### src/rtl/relu_pool_stream_param.sv
// Streaming activation, round/saturate quantiser and non-overlapping K x K max-pool for NUM_CH
// parallel channels. Two registered stages with valid/ready backpressure on both sides.
module relu_pool_stream_param #(
    parameter int NUM_CH          = 4,
    parameter int ACC_W           = 32,
    parameter int DATA_WIDTH      = 8,
    parameter int FRAC_SHIFT      = 6,
    parameter int LEAKY_SHIFT     = 3,
    parameter int MAP_W           = 24,
    parameter int MAP_H           = 24,
    parameter int POOL_K          = 2,
    parameter int POOL_ADDR_WIDTH = 8
) (
    input  logic                         clock,
    input  logic                         reset,
    input  logic                         start,
    input  logic [1:0]                   act_mode,
    input  logic                         in_valid,
    output logic                         in_ready,
    input  logic [NUM_CH*ACC_W-1:0]      in_data,
    output logic                         out_valid,
    input  logic                         out_ready,
    output logic [POOL_ADDR_WIDTH-1:0]   out_addr,
    output logic [NUM_CH*DATA_WIDTH-1:0] out_data,
    output logic                         busy,
    output logic                         frame_done
);

    localparam int PW  = MAP_W / POOL_K;
    localparam int PH  = MAP_H / POOL_K;
    localparam int KW  = (POOL_K > 1) ? $clog2(POOL_K) : 1;
    localparam int PCW = (PW > 1) ? $clog2(PW) : 1;
    localparam int PRW = (PH > 1) ? $clog2(PH) : 1;

    localparam logic signed [DATA_WIDTH-1:0] OUT_MAX = {1'b0, {(DATA_WIDTH-1){1'b1}}};
    localparam logic signed [DATA_WIDTH-1:0] OUT_MIN = {1'b1, {(DATA_WIDTH-1){1'b0}}};
    localparam logic signed [ACC_W:0] SAT_MAX = (ACC_W+1)'(OUT_MAX);
    localparam logic signed [ACC_W:0] SAT_MIN = (ACC_W+1)'(OUT_MIN);
    // Half an output LSB; evaluates to zero when FRAC_SHIFT is 0.
    localparam logic signed [ACC_W:0] RND = ((ACC_W+1)'(1) << FRAC_SHIFT) >> 1;

    if ((MAP_W % POOL_K) != 0 || (MAP_H % POOL_K) != 0) begin : g_bad_map
        $error("MAP_W and MAP_H must be multiples of POOL_K");
    end
    if ((PW * PH - 1) >= (2 ** POOL_ADDR_WIDTH)) begin : g_bad_addr
        $error("POOL_ADDR_WIDTH too small for pooled map");
    end
    if (FRAC_SHIFT < 0 || FRAC_SHIFT > ACC_W - 2) begin : g_bad_shift
        $error("FRAC_SHIFT out of range");
    end

    function automatic logic signed [DATA_WIDTH-1:0] quantise(
        input logic signed [ACC_W-1:0] x,
        input logic [1:0]              mode
    );
        logic signed [ACC_W-1:0] a;
        logic signed [ACC_W:0]   q;
        case (mode)
            2'd0:    a = x;
            2'd2:    a = x[ACC_W-1] ? (x >>> LEAKY_SHIFT) : x;
            default: a = x[ACC_W-1] ? '0 : x;
        endcase
        q = ($signed({a[ACC_W-1], a}) + RND) >>> FRAC_SHIFT;
        if (q > SAT_MAX)
            return OUT_MAX;
        else if (q < SAT_MIN)
            return OUT_MIN;
        else
            return q[DATA_WIDTH-1:0];
    endfunction

    logic                       busy_reg, in_done_reg, frame_done_reg;
    logic [1:0]                 mode_reg;
    logic [KW-1:0]              kx_reg, ky_reg;
    logic [PCW-1:0]             pcol_reg;
    logic [PRW-1:0]             prow_reg;
    logic                       s1_valid_reg, s1_first_reg, s1_last_reg;
    logic [PCW-1:0]             s1_idx_reg;
    logic [POOL_ADDR_WIDTH-1:0] s1_addr_reg;
    logic                       out_valid_reg;
    logic [POOL_ADDR_WIDTH-1:0] out_addr_reg;
    logic [NUM_CH*DATA_WIDTH-1:0] out_data_reg;
    logic [NUM_CH*DATA_WIDTH-1:0] pool_flat;

    logic stall, accept, final_hs;
    logic kx_wrap, ky_wrap, pcol_wrap, prow_wrap;

    assign stall     = out_valid_reg & ~out_ready;
    assign in_ready  = busy_reg & ~in_done_reg & ~stall;
    assign accept    = in_valid & in_ready & ~start;
    assign final_hs  = out_valid_reg & out_ready & (out_addr_reg == POOL_ADDR_WIDTH'(PW * PH - 1));
    assign kx_wrap   = (kx_reg == KW'(POOL_K - 1));
    assign ky_wrap   = (ky_reg == KW'(POOL_K - 1));
    assign pcol_wrap = (pcol_reg == PCW'(PW - 1));
    assign prow_wrap = (prow_reg == PRW'(PH - 1));

    assign out_valid  = out_valid_reg;
    assign out_addr   = out_addr_reg;
    assign out_data   = out_data_reg;
    assign busy       = busy_reg;
    assign frame_done = frame_done_reg;

    always_ff @(posedge clock or posedge reset) begin
        if (reset) begin
            busy_reg       <= 1'b0;
            in_done_reg    <= 1'b0;
            frame_done_reg <= 1'b0;
            mode_reg       <= 2'd0;
            kx_reg         <= '0;
            ky_reg         <= '0;
            pcol_reg       <= '0;
            prow_reg       <= '0;
            s1_valid_reg   <= 1'b0;
            out_valid_reg  <= 1'b0;
            out_addr_reg   <= '0;
            out_data_reg   <= '0;
        end else begin
            frame_done_reg <= 1'b0;
            if (start) begin
                // Abort/begin: everything in flight is discarded.
                busy_reg      <= 1'b1;
                in_done_reg   <= 1'b0;
                mode_reg      <= act_mode;
                kx_reg        <= '0;
                ky_reg        <= '0;
                pcol_reg      <= '0;
                prow_reg      <= '0;
                s1_valid_reg  <= 1'b0;
                out_valid_reg <= 1'b0;
            end else begin
                if (accept) begin
                    if (kx_wrap) begin
                        kx_reg <= '0;
                        if (pcol_wrap) begin
                            pcol_reg <= '0;
                            if (ky_wrap) begin
                                ky_reg <= '0;
                                if (prow_wrap) begin
                                    prow_reg    <= '0;
                                    in_done_reg <= 1'b1;
                                end else begin
                                    prow_reg <= prow_reg + 1'b1;
                                end
                            end else begin
                                ky_reg <= ky_reg + 1'b1;
                            end
                        end else begin
                            pcol_reg <= pcol_reg + 1'b1;
                        end
                    end else begin
                        kx_reg <= kx_reg + 1'b1;
                    end
                end
                if (!stall) begin
                    s1_valid_reg  <= accept;
                    out_valid_reg <= s1_valid_reg & s1_last_reg;
                    if (s1_valid_reg && s1_last_reg) begin
                        out_addr_reg <= s1_addr_reg;
                        out_data_reg <= pool_flat;
                    end
                end
                if (final_hs) begin
                    busy_reg       <= 1'b0;
                    in_done_reg    <= 1'b0;
                    frame_done_reg <= 1'b1;
                end
            end
        end
    end

    // Window position tags travel with the S1 payload.
    always_ff @(posedge clock) begin
        if (accept) begin
            s1_first_reg <= (kx_reg == '0) && (ky_reg == '0);
            s1_last_reg  <= kx_wrap && ky_wrap;
            s1_idx_reg   <= pcol_reg;
            s1_addr_reg  <= POOL_ADDR_WIDTH'(int'(prow_reg) * PW + int'(pcol_reg));
        end
    end

    for (genvar gi = 0; gi < NUM_CH; gi++) begin : g_ch
        logic signed [DATA_WIDTH-1:0] y_next;
        logic signed [DATA_WIDTH-1:0] s1_y_reg;
        logic signed [DATA_WIDTH-1:0] buf_rd;
        logic signed [DATA_WIDTH-1:0] pool_cur;
        logic signed [DATA_WIDTH-1:0] max_buf [PW];

        always_comb begin
            y_next = quantise(in_data[gi*ACC_W +: ACC_W], mode_reg);
        end

        always_ff @(posedge clock) begin
            if (accept)
                s1_y_reg <= y_next;
        end

        // First pixel of a window replaces whatever the buffer held.
        always_comb begin
            buf_rd   = max_buf[s1_idx_reg];
            pool_cur = (s1_first_reg || (s1_y_reg > buf_rd)) ? s1_y_reg : buf_rd;
        end

        always_ff @(posedge clock) begin
            if (s1_valid_reg && !stall)
                max_buf[s1_idx_reg] <= pool_cur;
        end

        assign pool_flat[gi*DATA_WIDTH +: DATA_WIDTH] = pool_cur;
    end

endmodule

### config.mk
export PLATFORM = sky130hd
export DESIGN_NAME = relu_pool_stream_param
export DESIGN_NICKNAME = d
export VERILOG_FILES = /design/src/rtl/relu_pool_stream_param.sv
export SDC_FILE = /design/constraint.sdc
export NUM_CORES = 1
export LEC_CHECK = 0
export BUFFER_PORTS_ARGS = -buffer_cell sky130_fd_sc_hd__buf_2
export CAP_MARGIN = 20
export CORE_AREA = 2 2 259 261
export CTS_BUF_LIST = sky130_fd_sc_hd__clkbuf_4 sky130_fd_sc_hd__clkbuf_8
export CTS_CLUSTER_DIAMETER = 40
export DETAILED_ROUTE_END_ITERATION = 8
export DIE_AREA = 0 0 261 263
export PLACE_DENSITY = 0.52
export SYNTH_ARGS = -nofsm -noshare
export SYNTH_HDL_FRONTEND = slang
export SYNTH_SLANG_ARGS = --single-unit
### constraint.sdc
create_clock -name clock -period 6.05 [get_ports clock]
set_clock_uncertainty 0.2 [all_clocks]
set_input_delay 0.3025 -clock clock [delete_from_list [all_inputs] [get_ports clock]]
set_output_delay 0.3025 -clock clock [all_outputs]
set_load 0.02 [all_outputs]
==> results by group <==
Timing
  • Total Negative Setup Slacks: 0 ns
  • Fmax: 198.4 MHz
  • RSZ-0062 raised after global routing: false
  • Slew margin rel.: 0.1912
  • Final setup vio count: 0
  • Worst slew pin tran: 1.203 ns
  • Fin crit period: 5.041 ns
  • Final Hold Vio Count: 0
  • Max-slew violation count: 0
  • Period utilization: 0.8332

Setup path
  • Buf/Inv on CP: 2
  • Register-to-register setup slack: slightly above 1 ns
  • Critical-path top delay cell: dfxtp_2
  • Required time of the worst setup path: 6.19 ns
  • Crit path depth: 16
  • Startpoint types: register
  • Crit path top cell by count: o21a_1
  • Cell family with most CP delay: compound AO/OA/AOI/OAI gates
  • CP endpoint: g_ch[2].max_buf[6][0]
  • R2R Path End: g_ch[2].max_buf[6][0]
  • Slowest cell delay on critical path: ~0.77 ns
  • Worst Path Arrival: 5.19 ns
  • CP cell instances: buf_4 > mux4_2 > mux2i_1 > nor2_1 > a21oi_1 > ha_1 > nor2b_1 > o21a_1 > o21a_1 > o21a_1 > o21a_1 > o21ai_0 > a21oi_1 > buf_4 > nor2_1 > mux2_2
  • Crit end category: register
  • Worst-path maximum fanout: 23
  • Reg2Reg Depth: 16
  • Kind of critical path: reg -> reg

Clock network
  • Clk sinks: 489
  • Max clock buf depth: 3
  • CTS Buf Count: 81
  • H-tree depth: 3
  • Skew-Pair Late Insertion Delay: 0.65 ns
  • Postcts setup bufs: 0
  • CTS root buf: clkbuf_8
  • Clock Pin Slew Worst Setup and Hold Paths: 0.06 ns
  • CTS tree: done

Detailed routing
  • Drt wl/cell: approximately 22 um
  • Antenna Nets Post-Route: 0
  • Initial DRC count: between 1000 and 1500
  • WL final: 71550 um
  • Via Count: around 19000
  • Drt via density: 5.769
  • Drt first pass iters: 5
  • Number of remaining DRC errors: 0

Floorplanning
  • Initial Utilization: 0.3988
  • Core Area: 65630 sq um
  • Die H: 263 um
  • Die extent in x: 261 um
  • Die area: 68640 sq um
  • # rows: between 90 and 100
  • # IOs: 179

GRT
  • GRT overflow: 0
  • GRT Total Usage: 0.2075
  • Initial antenna violation count: 2
  • Vias in the first global route: 18470
  • First-pass GRT wire length: 109300 um
  • Pin count of the biggest net entering global routing: 76

Power
  • Power per cell area: 274.4 nW/um^2
  • Leak Pwr: 10.35 nW
  • Worst VDD drop: approximately 0.13 mV

Layout
  • Layout cells sized above 1: 0.2269
  • Nets: 2484
  • Max reg flops: 384
  • Multi-input gate area: around 11000 sq um
  • Storage cell area: 14370 sq um
  • FILL cells: 6110
  • Util after Layout: 0.4561
  • Area growth syn-to-layout: 14.35%

Run
  • Max_cap viols: 0

Synth
  • Ys async rst share: 0.1166
  • Most used DFF post-synth: edfxtp_1
  • Yosys cell types: 96
  • Net Count, Synth: 2274
  • Netlist Area Pre-Place: between 20000 and 30000 sq um
  • Register bit total from synthesis: 489
  • Sequential fraction of the synthesis area: 0.5486
  • Yosys warning total: 0
  • Syn_area_per_cell: 12.51 sq um
  • Post-Synthesis Cells: 2093
  • Post-synth EDFFs: roughly 430

Placement
  • Final Wtd Congestion: 0.8572
  • IO Port Bufs: around 160
  • Post-DP HPWL: 47340 um

Outcome
  • Status: finished clean

Worst hold path
  • Hold Crit Class: in -> reg
worst min path at each step:
| stage | from | endpoint | slack [ns] | cells after the start |
|---|---|---|---|---|
| after floorplan | s1_addr_reg[2] | out_addr[2] | 0.21 | 2 |
| after global placement | s1_addr_reg[6] | out_addr[6] | 0.24 | 2 |
| after detailed placement | s1_addr_reg[7] | out_addr[7] | 0.23 | 2 |
| after CTS | in_data[9] | g_ch[0].s1_y_reg[3] | 0.01 | 4 |
| after global routing | in_data[62] | g_ch[1].s1_y_reg[7] | 0.08 | 4 |
| final | in_data[9] | g_ch[0].s1_y_reg[3] | 0.06 | 4 |
what timing repair did:
| action | in CTS | in global routing |
|---|---|---|
| endpoints found under the hold margin | 75 | 0 |
| resized for setup | 0 | 0 |
| hold buffers | 13 | 0 |
cell type report:
cell class              count  share of cell area
multi-input cells        1443              0.3737
inverters                  37            0.004640
well taps                 864             0.03612
clock buffers             112             0.04648
clock inverters            35            0.007566
repair buffers            251             0.05137
flip-flops and latches    489              0.4801
diodes                      1          0.00008360
placed cells by master, fill, tap and decap left out, types with 18 or more instances in the layout:
| cell type | count |
|---|---|
| nor4_1 | 24 |
| nor2b_1 | 86 |
| xnor2_1 | 31 |
| inv_1 | 35 |
| o31ai_1 | 33 |
| o211ai_1 | 46 |
| and2_1 | 57 |
| a21oi_1 | 81 |
| nand2_1 | 170 |
| nand3_1 | 66 |
| nor2_1 | 104 |
| clkinv_1 | 18 |
| o21ai_1 | 20 |
| mux2i_1 | 44 |
| o21ai_0 | 77 |
| edfxtp_1 | 428 |
| dfrtp_1 | 56 |
| mux4_2 | 96 |
| nand4_1 | 21 |
| or4_1 | 35 |
| nor3_1 | 26 |
| or3_1 | 19 |
| a221oi_1 | 22 |
| o21a_1 | 22 |
| xor2_1 | 20 |
| ha_1 | 44 |
| clkbuf_8 | 88 |
| nand2b_1 | 31 |
| and3_1 | 26 |
| clkbuf_4 | 24 |
| a221o_1 | 41 |
| buf_4 | 54 |
| buf_2 | 176 |
per-stage QoR:
| stage | power, mW | instance area (sq um) | hold slack [ns] | setup slack, ns | cells |
|---|---|---|---|---|---|
| global placement | 5.348 | 28070 | 0.2354 | 1.018 | 3050 |
| floorplan | 4.917 | 26180 | 0.2146 | 0.8946 | 2093 |
| global route | 8.589 | 29930 | 0.07941 | 0.7094 | 3232 |
| finish | 8.212 | 29930 | 0.05701 | 1.009 | 3232 |
| CTS | 8.280 | 29820 | 0.01165 | 0.7938 | 3210 |
| detailed placement | 5.367 | 28070 | 0.2286 | 0.8485 | 3050 |
power breakdown:
part	total [mW]	switching, mW	internal, mW
Combinational	1.37	0.852	0.517
Sequential	3.95	0.101	3.85
Clock	2.89	1.31	1.58
Total	8.21	2.27	5.95
worst min-delay path, stage by stage:
cell and delay, ns:
buf_2 0.10, a221o_2 0.19, xor2_1 0.07, o21ai_1 0.11
cells in the mapped netlist (21+ instances only):
library cell / count / area, sq um
nand2b_1: 31 / 193.9
o211ai_1: 46 / 345.3
nand2_1: 170 / 638.1
nand4_1: 21 / 131.4
and2_1: 57 / 356.6
nor2b_1: 86 / 538.0
a221oi_1: 22 / 192.7
o31ai_1: 33 / 247.7
clkbuf_1: 69 / 259.0
a21oi_1: 82 / 410.4
nor2_1: 112 / 420.4
mux2i_1: 44 / 440.4
edfxtp_1: 428 / 12850
xnor2_1: 31 / 271.5
nor4_1: 24 / 150.1
nor3_1: 30 / 150.1
dfrtp_1: 57 / 1426
nand3_1: 66 / 330.3
ha_1: 44 / 550.5
or4_1: 35 / 262.8
o21ai_0: 77 / 385.4
mux4_2: 96 / 2162
and3_1: 26 / 162.7
a221o_1: 41 / 410.4
buf_1: 23 / 86.33
inv_1: 37 / 138.9
o21a_1: 22 / 165.2
cell families after synthesis:
family / Yosys count / synth area share
buf+inv: 161 / 0.02772
flops: 489 / 0.5486
fa+ha+maj: 46 / 0.02256
compound gates: 463 / 0.1283
mux: 147 / 0.1024
simple gates: 736 / 0.1533
xor+xnor: 51 / 0.01707
per-layer routing:
metal  global-route usage  wire length [um]  share of wire
met1               0.2901             32360           0.45
met2               0.3350             33910           0.47
met3              0.02946              3737          0.052
met4              0.06373              1522          0.021
met5                    0                13        0.00018
Power figures use the tool's default switching activity.
